--- config.mk ---
export PLATFORM = sky130hd
export DESIGN_NAME = ram_arbiter
export DESIGN_NICKNAME = d
export VERILOG_FILES = /design/src/rtl/cpoo_pkg.sv /design/src/rtl/ram_arbiter_rr_picker.sv /design/src/rtl/ram_arbiter.sv
export SDC_FILE = /design/constraint.sdc
export NUM_CORES = 1
export LEC_CHECK = 0
export ABC_AREA = 1
export CAP_MARGIN = 20
export CORE_AREA = 2 2 145 147
export CTS_CLUSTER_DIAMETER = 50
export DETAILED_ROUTE_END_ITERATION = 8
export DIE_AREA = 0 0 147 149
export GPL_TIMING_DRIVEN = 0
export HOLD_SLACK_MARGIN = 0.06
export PLACE_DENSITY = 0.78
export SLEW_MARGIN = 5
export SYNTH_ARGS = -nofsm -noshare
export SYNTH_HDL_FRONTEND = slang
export SYNTH_SLANG_ARGS = --single-unit
--- constraint.sdc ---
create_clock -name clk -period 5.8 [get_ports clk]
set_input_delay 1.16 -clock clk [delete_from_list [all_inputs] [get_ports clk]]
set_output_delay 1.16 -clock clk [all_outputs]
set_load 0.02 [all_outputs]
--- src/rtl/cpoo_pkg.sv ---
// Shared types and default widths for the RAM arbiter and related blocks.
package cpoo_pkg;

    localparam int ADDR_W_DEF = 64;
    localparam int DATA_W_DEF = 32;

    typedef enum logic [1:0] {
        IDLE,
        WAIT,
        RELEASE,
        DRAIN
    } arb_state_t;

endpackage

--- src/rtl/ram_arbiter_rr_picker.sv ---
// rr_picker: combinational round-robin priority encoder; returns the first set
// request at or above ptr, wrapping around.
module rr_picker #(
    parameter int N    = 2,
    parameter int ID_W = (N > 1) ? $clog2(N) : 1
) (
    input  logic [N-1:0]    req,
    input  logic [ID_W-1:0] ptr,
    output logic [ID_W-1:0] idx,
    output logic            valid
);

    logic [ID_W:0]   sum;
    logic [ID_W-1:0] cand;

    // NOTE: every combinational output gets a default before any branch,
    // otherwise paths that skip an assignment infer a latch.
    always_comb begin
        idx   = '0;
        valid = 1'b0;
        sum   = '0;
        cand  = '0;
        for (int k = 0; k < N; k++) begin
            sum = {1'b0, ptr} + (ID_W + 1)'(k);
            if (sum >= (ID_W + 1)'(N)) sum = sum - (ID_W + 1)'(N);
            cand = sum[ID_W-1:0];
            if (!valid && req[cand]) begin
                valid = 1'b1;
                idx   = cand;
            end
        end
    end

endmodule

--- src/rtl/ram_arbiter.sv ---
// ram_arbiter: round-robin sharing of one RAM txs/txe port between N_REQ requesters.
// Optional RAM_ARB_TIMEOUT_EN aborts a transaction after TIMEOUT cycles in WAIT.
module ram_arbiter
    import cpoo_pkg::*;
#(
    parameter int N_REQ   = 2,
    parameter int ADDR_W  = ADDR_W_DEF,
    parameter int DATA_W  = DATA_W_DEF,
    parameter int TIMEOUT = 1024
) (
    input  logic                       clk,
    input  logic                       rst,
    input  logic [N_REQ-1:0]           req_txs,
    input  logic [N_REQ-1:0]           req_re,
    input  logic [N_REQ-1:0]           req_we,
    input  logic [N_REQ*ADDR_W-1:0]    req_addr,
    input  logic [N_REQ*DATA_W-1:0]    req_wd,
    output logic [N_REQ-1:0]           req_txe,
    output logic [N_REQ-1:0]           req_err,
    output logic [DATA_W-1:0]          req_rd,
    output logic                       ram_txs,
    output logic                       ram_re,
    output logic                       ram_we,
    output logic [ADDR_W-1:0]          ram_addr,
    output logic [DATA_W-1:0]          ram_wd,
    input  logic                       ram_txe,
    input  logic                       ram_err,
    input  logic [DATA_W-1:0]          ram_out,
    output logic [$clog2(N_REQ)-1:0]   grant_id,
    output logic                       busy
);

    localparam int ID_W = $clog2(N_REQ);

    arb_state_t        state_q, state_d;
    logic [ID_W-1:0]   rr_q, rr_d;
    logic [ID_W-1:0]   gid_d;
    logic              txs_d, re_d, we_d;
    logic [ADDR_W-1:0] addr_d;
    logic [DATA_W-1:0] wd_d, rd_d;
    logic [N_REQ-1:0]  txe_d, err_d;
    logic [ID_W-1:0]   pick_idx;
    logic              pick_valid;
    logic [ID_W-1:0]   rr_after;

`ifdef RAM_ARB_TIMEOUT_EN
    localparam int CNT_W = $clog2(TIMEOUT + 1);
    logic [CNT_W-1:0] tmo_q, tmo_d;
`endif

    rr_picker #(.N(N_REQ), .ID_W(ID_W)) u_picker (
        .req   (req_txs),
        .ptr   (rr_q),
        .idx   (pick_idx),
        .valid (pick_valid)
    );

    assign rr_after = (grant_id == ID_W'(N_REQ - 1)) ? '0 : grant_id + 1'b1;
    assign busy     = (state_q != IDLE);

    always_comb begin
        state_d = state_q;
        rr_d    = rr_q;
        gid_d   = grant_id;
        txs_d   = ram_txs;
        re_d    = ram_re;
        we_d    = ram_we;
        addr_d  = ram_addr;
        wd_d    = ram_wd;
        rd_d    = req_rd;
        txe_d   = req_txe;
        err_d   = req_err;
`ifdef RAM_ARB_TIMEOUT_EN
        tmo_d   = tmo_q;
`endif
        case (state_q)
            IDLE: begin
                if (pick_valid) begin
                    gid_d   = pick_idx;
                    txs_d   = 1'b1;
                    re_d    = req_re[pick_idx];
                    we_d    = req_we[pick_idx];
                    addr_d  = req_addr[pick_idx*ADDR_W +: ADDR_W];
                    wd_d    = req_wd[pick_idx*DATA_W +: DATA_W];
                    state_d = WAIT;
`ifdef RAM_ARB_TIMEOUT_EN
                    tmo_d   = '0;
`endif
                end
            end
            WAIT: begin
                if (ram_txe) begin
                    rd_d           = ram_out;
                    err_d[grant_id] = ram_err;
                    txe_d[grant_id] = 1'b1;
                    re_d           = 1'b0;
                    we_d           = 1'b0;
                    state_d        = RELEASE;
                end
`ifdef RAM_ARB_TIMEOUT_EN
                else if (tmo_q == CNT_W'(TIMEOUT - 1)) begin
                    rd_d            = '0;
                    err_d[grant_id] = 1'b1;
                    txe_d[grant_id] = 1'b1;
                    txs_d           = 1'b0;
                    re_d            = 1'b0;
                    we_d            = 1'b0;
                    state_d         = RELEASE;
                end else begin
                    tmo_d = tmo_q + 1'b1;
                end
`endif
            end
            RELEASE: begin
                if (!req_txs[grant_id]) begin
                    txe_d   = '0;
                    err_d   = '0;
                    txs_d   = 1'b0;
                    state_d = DRAIN;
                end
            end
            DRAIN: begin
                // Address and data stay visible through DRAIN and clear on return to IDLE.
                if (!ram_txe) begin
                    rr_d    = rr_after;
                    addr_d  = '0;
                    wd_d    = '0;
                    state_d = IDLE;
                end
            end
            default: state_d = IDLE;
        endcase
    end

    // NOTE: state registers use non-blocking assignment so every flop samples
    // the pre-edge values regardless of statement order.
    always_ff @(posedge clk or posedge rst) begin
        if (rst) begin
            state_q  <= IDLE;
            rr_q     <= '0;
            grant_id <= '0;
            ram_txs  <= 1'b0;
            ram_re   <= 1'b0;
            ram_we   <= 1'b0;
            ram_addr <= '0;
            ram_wd   <= '0;
            req_rd   <= '0;
            req_txe  <= '0;
            req_err  <= '0;
        end else begin
            state_q  <= state_d;
            rr_q     <= rr_d;
            grant_id <= gid_d;
            ram_txs  <= txs_d;
            ram_re   <= re_d;
            ram_we   <= we_d;
            ram_addr <= addr_d;
            ram_wd   <= wd_d;
            req_rd   <= rd_d;
            req_txe  <= txe_d;
            req_err  <= err_d;
        end
    end

`ifdef RAM_ARB_TIMEOUT_EN
    always_ff @(posedge clk or posedge rst) begin
        if (rst) tmo_q <= '0;
        else     tmo_q <= tmo_d;
    end
`endif

endmodule

-- Word level (Yosys, flattened, before mapping)
Index checks and enable logic that the tools add are counted.
- multiplexer cells: 44
- bitwise logic cells: 2
- eq/ne operators: 7
- shifts and indexed selects: 2
- magnitude comparators: 7
- reductions and logical operators: 17
- $add $sub $neg: 4
- operators with widths (kind ; number):
    $mux W64 ; 2
    $pmux W64 S2 ; 1
    $shiftx A128 B8 Y64 ; 1
    $mux W32 ; 2
    $pmux W32 S2 ; 1
    $shiftx A64 B7 Y32 ; 1
    $mux W1 ; 23
    $mux W2 ; 7
    $reduce_and A3 Y1 ; 4
    $reduce_bool A2 Y1 ; 5
    $lt A1 B2 Y1 const B ; 4
    $ne A2 B2 Y1 const B ; 4
    $pmux W2 S2 ; 2
    $pmux W2 S4 ; 1
    $pmux W1 S2 ; 3
    $reduce_and A2 Y1 ; 3
    $eq A2 B2 Y1 const B ; 2
    $reduce_and A4 Y1 ; 1
    $add A1 B1 Y2 const B ; 1
    $bwmux W2 ; 1
    $eq A2 B1 Y1 const B ; 1
    $ge A1 B2 Y1 const B ; 1
    $ge A2 B2 Y1 const B ; 1
    $logic_and A1 B1 Y1 ; 2
    8 further kinds ; 9
- register bits after elaboration: 139
- word-level logic and storage cells: 94
- output and inout bits: 137
- input bits: 234

-- Logic depth before layout (Yosys ltp)
Gate-level depths: netlist of run 1.
- word-level depth: 12
- depth in mapped cells: 9
- depth with buffers taken out: 7

-- By module
From an unflattened synthesis of run 1, not the netlist that was laid out.
- cell total of the unflattened synthesis: 803
- area, all modules: 7100.6 µm²
- by module, submodules not included (module ; cells each ; sequential area each (µm²) ; area an instance (µm²) ; instances):
    ram_arbiter ; 799 ; 3478.3 ; 7081.8 ; 1
    rr_picker ; 4 ; 0.0 ; 18.8 ; 1

-- Least setup slack after synthesis of run 1
OpenSTA, ideal clock, no wires.
- kind: in2reg
- from: in req_txs[1]
- to: reg ram_addr[35]
- path slack: 3727 ps
- stages on the path: 6
- required time: 5665 ps
- arrival: 1939 ps
- setup time: 135 ps
- path buffers: 2
- cells stage by stage: inv_1 > nand4_4 > nand2_2 > buf_6 > clkbuf_1 > o21ai_0
- longest elaborated chain between the ends: 9
- elaborated cells on any way between the ends: 15
- classes of those cells: eq/ne (1); shift (1); mux (10); reduce/logical (3)
- ends and longest elaborated chain (item ; RTL line ; text):
    start: declaration ; ram_arbiter.sv:13 ; input logic [N_REQ-1:0] req_txs,
    $mux W1 (implied by the code) (2 in a row) ; ram_arbiter_rr_picker.sv:27 ; if (!valid && req[cand]) begin
    $mux W1 ; ram_arbiter_rr_picker.sv:27 ;
    $logic_not A1 Y1 ; ram_arbiter_rr_picker.sv:27 ;
    $logic_and A1 B1 Y1 ; ram_arbiter_rr_picker.sv:27 ;
    $mux W1 ; ram_arbiter_rr_picker.sv:27 ;
    $shiftx A128 B8 Y64 ; ram_arbiter.sv:83 ; addr_d = req_addr[pick_idx*ADDR_W +: ADDR_W];
    $mux W64 ; ram_arbiter.sv:78 ; if (pick_valid) begin
    $pmux W64 S2 ; ram_arbiter.sv:76 ; case (state_q)
    end signal: assignment ; ram_arbiter.sv:157 ; ram_addr <= addr_d;
    end: declaration ; ram_arbiter.sv:24 ; output logic [ADDR_W-1:0] ram_addr,
Parallel ways exist; a longest one is shown, timed or not. The select of a mux whose other input is x is not followed.
A chain may end at the register's enable or synchronous reset.

-- Final worst setup path of run 1
- from: reg state_q[0]
- to: out busy
- longest elaborated chain between the ends: 1
- ends and longest elaborated chain (item ; RTL line ; text):
    start: declaration ; ram_arbiter.sv:35 ; arb_state_t state_q, state_d;
    start signal: assignment ; ram_arbiter.sv:151 ; state_q <= state_d;
    $reduce_bool A2 Y1 ; ram_arbiter.sv:59 ; assign busy = (state_q != IDLE);
    end: declaration ; ram_arbiter.sv:30 ; output logic busy
No other way between the ends.

==> results of run 1 <==
==> where the power goes <==
| part | leakage [nW] | switching (mW) | internal (mW) | total, mW |
|---|---|---|---|---|
| clock network | 0.286 | 0.470 | 0.608 | 1.08 |
| logic | 4.12 | 2.00 | 1.58 | 3.58 |
| registers | 1.70 | 0.270 | 1.47 | 1.74 |
==> worst register-to-register path, stage by stage, from the launching register on <==
cell,delay [ns]
dfrtp_1,0.40
ha_1,0.28
clkinv_1,0.21
buf_2,0.32
clkbuf_1,0.40
nand3_1,0.17
o21ai_0,0.19
==> area by class of cell <==
| class | count | area, um2 |
|---|---|---|
| fillers | 1873 | 8557 |
| inverters | 210 | 793.3 |
| clock buffers | 17 | 425.4 |
| multi-input cells | 579 | 2765 |
| clock inverters | 15 | 151.4 |
| repair buffers | 371 | 3731 |
| flip-flops and latches | 139 | 3478 |
| plain buffers | 54 | 311.5 |
| well taps | 275 | 344.1 |
==> path summary, 6_finish.rpt <==
| path | start | to | cells after the start |
|---|---|---|---|
| worst min-delay path | req_err[1]$_DFFE_PP0P_ | req_err[1]$_DFFE_PP0P_ | 2 |
| worst min register to register | req_err[1]$_DFFE_PP0P_ | req_err[1]$_DFFE_PP0P_ | 2 |
| worst max register to register | state_q[0]$_DFFE_PP0P_ | ram_wd[27]$_DFFE_PP0P_ | 6 |
| worst max-delay path | state_q[0]$_DFFE_PP0P_ | busy | 4 |
| max in group asynchronous | rst | ram_addr[58]$_DFFE_PP0P_ | 3 |
| min in group asynchronous | rst | req_rd[2]$_DFFE_PP0P_ | 2 |
==> cells in the mapped netlist <==
cell | n | area, um2
a21oi_1 | 1 | 5.000
a31oi_1 | 1 | 6.260
buf_1 | 1 | 3.750
buf_2 | 17 | 85.08
buf_6 | 11 | 123.9
clkbuf_1 | 21 | 78.83
clkbuf_2 | 4 | 20.02
clkinv_1 | 1 | 3.750
dfrtp_1 | 139 | 3478
ha_1 | 4 | 50.05
inv_1 | 208 | 780.8
inv_2 | 1 | 3.750
mux2_2 | 32 | 360.4
nand2_1 | 320 | 1201
nand2_2 | 2 | 12.51
nand2_4 | 1 | 11.26
nand3_1 | 102 | 510.5
nand4_1 | 4 | 25.02
nand4_4 | 1 | 21.27
nor2_1 | 3 | 11.26
o21a_1 | 2 | 15.01
o21ai_0 | 56 | 280.3
o21ai_1 | 48 | 240.2
o21bai_1 | 2 | 15.01
==> placed cells by master, fill, tap and decap left out, types with 2 or more instances in the layout <==
| master | count |
|---|---|
| clkdlybuf4s50_1 | 370 |
| nand2_1 | 320 |
| inv_1 | 207 |
| dfrtp_1 | 139 |
| nand3_1 | 102 |
| o21ai_0 | 56 |
| o21ai_1 | 48 |
| mux2_2 | 32 |
| clkbuf_1 | 21 |
| buf_2 | 17 |
| clkbuf_16 | 17 |
| buf_6 | 11 |
| inv_6 | 8 |
| clkbuf_2 | 4 |
| nand4_1 | 4 |
| ha_1 | 4 |
| nor2_1 | 3 |
| inv_8 | 3 |
| nand2_2 | 2 |
| o21bai_1 | 2 |
| o21a_1 | 2 |
| clkinv_2 | 2 |
==> metal layers <==
layer,part of all wire [%],up-vias
met3,7.9,38
met4,2.6,0
met2,49,307
met5,0,-
li1,-,3760
met1,40,3483
==> cells by family (layout without fill, tap and decap cells) <==
| kind of cell | after synthesis | in the layout | synth area share [%] |
|---|---|---|---|
| AOI/OAI and AO/OA | 110 | 110 | 7.650 |
| adders and majority gates | 4 | 4 | 0.6816 |
| muxes | 32 | 32 | 4.907 |
| DFF | 139 | 139 | 47.37 |
| buffers and inverters | 264 | 667 | 14.98 |
| and+or+nand+nor | 433 | 433 | 24.42 |
==> state kept, by name, summed over array words and instances, names as in the netlist <==
register	flops
ram_addr	64
ram_wd	32
req_rd	32
req_err	2
req_txe	2
state_q	2
grant_id	1
ram_re	1
ram_txs	1
ram_we	1
rr_q	1
==> metrics, run 1 <==
CTS tree=yes; grt met3 use=6.881%; Clock transition at path regs=0.06 ns; initial detailed-routing violation count=251; measured slew at the worst slew-check pin=0.7358 ns; sequential area share after synthesis=47.37%; fin util=58.37%; share of cells above drive strength 1=7.437%; Max VDD drop=0.2074 mV; met2 GRT Util=39.23%; fin crit period=3.118 ns; fin cells=1660; post-synthesis cell count=982; delay-heaviest family, CP=buffers and inverters; DRT Pass-1 Iters=5; worst setup margin=2.682 ns; DRC=0; pin count of the biggest net entering global routing=75; Worst path slowest cell=clkdlybuf4s50_1; maximum root-to-sink buffer count=2; IO Pins=371; Crit. End Element=primary output; Port Buf Inserts=370; setup tns final=0 ns; Cells after DPL=1628; status=finished clean; final hold vios=0; type of the worst setup path=reg -> out; final period utilization=53.75%; Routed wire per std cell=15.03 um; initial antenna violation count=0; Routed WL=24950 um; global route hottest layer=met2; pre-CTS setup slack=2.717 ns; Yosys cell types=24; Core Region=20560 um2; Clock Latency Late Sink=0.41 ns; post-DP HPWL=19200 um; routed via count=7588; Root Driver=clkbuf_16; worst path cell trace=inv_1, ha_1, inv_1, clkdlybuf4s50_1; P per Cell Area=533.7 nW/um2; max-slew violations=0; row count=53; Pleak=6.102 nW; Crit Path Max Fanout=5; Final #Nets=1610; Placed Area=11420 um2; n_diodes=0; FF-to-FF setup slack=3.75 ns; global-route wire length before repair=38390 um; GRT overflow=0; FMAX=320.8 MHz; post-route ant nets=0; Cell Area, Synth=7343 um2; Post-CTS Hold Buffers=0; Die W=147 um; area grow syn2layout=63.42%; Setup-failing EPs final=0; total power=6.404 mW; GRT Util Overall=22.58%; fin area=12000 um2; Slew headroom=50.95%; vias in the first global route=7279; RSZ-0062 raised after global routing=false; Hold/Removal Path Class=reg -> reg; GP Congestion=0.8757; CP startpoint kind=flop; WP data arrival=1.96 ns; Clock Sink Count=139; Top cell by count, worst path=inv_1; post-CTS sizing=0; Initial Util=35.72%; Post-Synthesis Net Count=1220; Synth Area per Inst=7.478 um2; Synth Register Bits=139; Buf+Inv Stages, Crit Path=3; via/cell ratio=4.571; grt met1 use=26.77%; Worst Path Required=4.64 ns; Clock H-tree levels=4; hold slack=0.4728 ns; die area=21900 um2; CTS Buf Count=17; max_cap viols=0; Critical Path Max Stage Delay=0.62 ns; # Post-CTS Setup Buffers=0; Die Y=149 um; Worst Skew=0.01127 ns; Yosys warning total=0
Power figures use the tool's default switching activity.
==> inputs of run 2 (changes only) <==
Settings changed: CORE_AREA 2 2 145 147 to not set, CORE_UTILIZATION set to 37, DIE_AREA 0 0 147 149 to not set, PLACE_DENSITY 0.78 to 0.82.
Clock period 5.8 ns to 2.7 ns, I/O delays scaled along.
==> metrics, run 2 (synthesis results as in run 1) <==
Die Y=142.9 um; via/cell ratio=4.653; Initial Util=37.73%; Worst Path Required=2.16 ns; most common cell after layout, fill and taps aside=clkdlybuf4s50_1; Port Buf Inserts=370; max_cap viols=0; initial antenna violation count=0; Placed Area=11440 um2; maximum root-to-sink buffer count=2; Top reg by flops=ram_addr; Worst path slowest cell=clkdlybuf4s50_1; most frequent cells in the layout=clkdlybuf4s50_1, nand2_1, inv_1; Max VDD drop=0.4769 mV; Clock transition at path regs=0.06 ns; Clock Sink Count=139; Clock H-tree levels=4; RSZ-0062 raised after global routing=false; Routed WL=24870 um; max-slew violations=0; initial detailed-routing violation count=229; P per Cell Area=1153 nW/um2; DRT Pass-1 Iters=5; Critical Path Max Stage Delay=0.66 ns; Crit Path Max Fanout=5; max reg flops=64; measured slew at the worst slew-check pin=0.7318 ns; Worst Skew=0.006188 ns; Top cell by count, worst path=inv_1; FMAX=394.8 MHz; worst path cell trace=inv_1, ha_1, inv_1, clkdlybuf4s50_1; met2 GRT Util=43.24%; # Post-CTS Setup Buffers=0; fin cells=1653; DRC=0; Crit. End Element=primary output; Routed wire per std cell=15.05 um; Hold/Removal Path Class=reg -> reg; GP Congestion=0.8361; pin count of the biggest net entering global routing=40; global-route wire length before repair=37690 um; vias in the first global route=7215; share of cells above drive strength 1=7.570%; CTS Buf Count=17; post-DP HPWL=19150 um; CP startpoint kind=flop; Pleak=6.120 nW; final period utilization=93.82%; post-CTS sizing=0; Final #Nets=1612; die area=20410 um2; GRT overflow=0; Slew headroom=51.11%; row count=51; grt met1 use=27.41%; Cells after DPL=1620; IO Pins=371; grt met3 use=8.384%; status=finished clean; WP data arrival=1.99 ns; Root Driver=clkbuf_16; routed via count=7691; Clock Latency Late Sink=0.42 ns; global route hottest layer=met2; Setup-failing EPs final=0; Largest regs=ram_addr: 64 flops, ram_wd: 32 flops, req_rd: 32 flops; area grow syn2layout=64.03%; type of the worst setup path=reg -> out; CTS tree=yes; fin crit period=2.533 ns; Core Region=19460 um2; final hold vios=0; post-route ant nets=0; Die W=142.9 um; GRT Util Overall=24.52%; fin area=12050 um2; Post-CTS Hold Buffers=0
## run 2: changes by cell type in the layout (fill, tap and decap cells not counted)
cell,previous run,this run
buf_12,0,3
clkinvlp_4,1,3
buf_16,1,0
bufinv_16,1,2
clkinv_2,2,1
clkinv_4,1,0
diode_2,0,1
inv_6,8,7
## run 2: layer usage
metal  routed length, um  up-vias
li1                    -     3760
met1                9388     3581
met2               12590      317
met3                2299       33
met4                 588        0
met5                   0        -
## run 2: where the power goes
group          total [mW]  switching (mW)  internal, mW
Combinational        7.73            4.32          3.41
Sequential           3.74           0.582          3.16
Clock                2.42            1.02          1.40
## run 2: layout make-up
class | instances | area [um2]
repair buffers | 373 | 3764
plain buffers | 54 | 311.5
inverters | 210 | 792.0
clock buffers | 17 | 425.4
clock inverters | 15 | 175.2
diodes | 1 | 2.502
well taps | 265 | 331.6
fillers | 1651 | 7417
multi-input cells | 579 | 2765
flip-flops and latches | 139 | 3478
## run 2: worst paths after layout
check	startpoint	end	slack (ns)	cells past startpoint
max	state_q[0]$_DFFE_PP0P_	busy	0.17	4
min	ram_addr[42]$_DFFE_PP0P_	ram_addr[42]$_DFFE_PP0P_	0.48	2
max reg2reg	state_q[0]$_DFFE_PP0P_	ram_wd[1]$_DFFE_PP0P_	0.69	6
min reg2reg	ram_addr[42]$_DFFE_PP0P_	ram_addr[42]$_DFFE_PP0P_	0.48	2
max in group asynchronous	rst	ram_addr[55]$_DFFE_PP0P_	1.22	4
min in group asynchronous	rst	req_txe[0]$_DFFE_PP0P_	0.58	2
## run 2: worst max-delay path: cells and delay by family, from the launching register on
family	cells	cell delay (ns)
buffers and inverters	3	0.88
flip-flops	1	0.38
adder cells (fa/ha/maj)	1	0.30
## run 2: through the flow
stage          setup slack, ns  power [mW]  setup TNS [ns]  utilization, %  hold slack (ns)
4_1_cts                 0.1495       14.01               0           61.88           0.4888
2_1_floorplan           0.4249       7.936               0               -           0.5369
6_report                0.1668       13.89               0           61.89           0.4840
3_3_place_gp           -0.8276       11.30         -113.37           58.48           0.4636
5_1_grt                0.06205       14.81               0           61.88           0.5073
3_5_place_dp            0.2422       11.54               0           58.79           0.4719
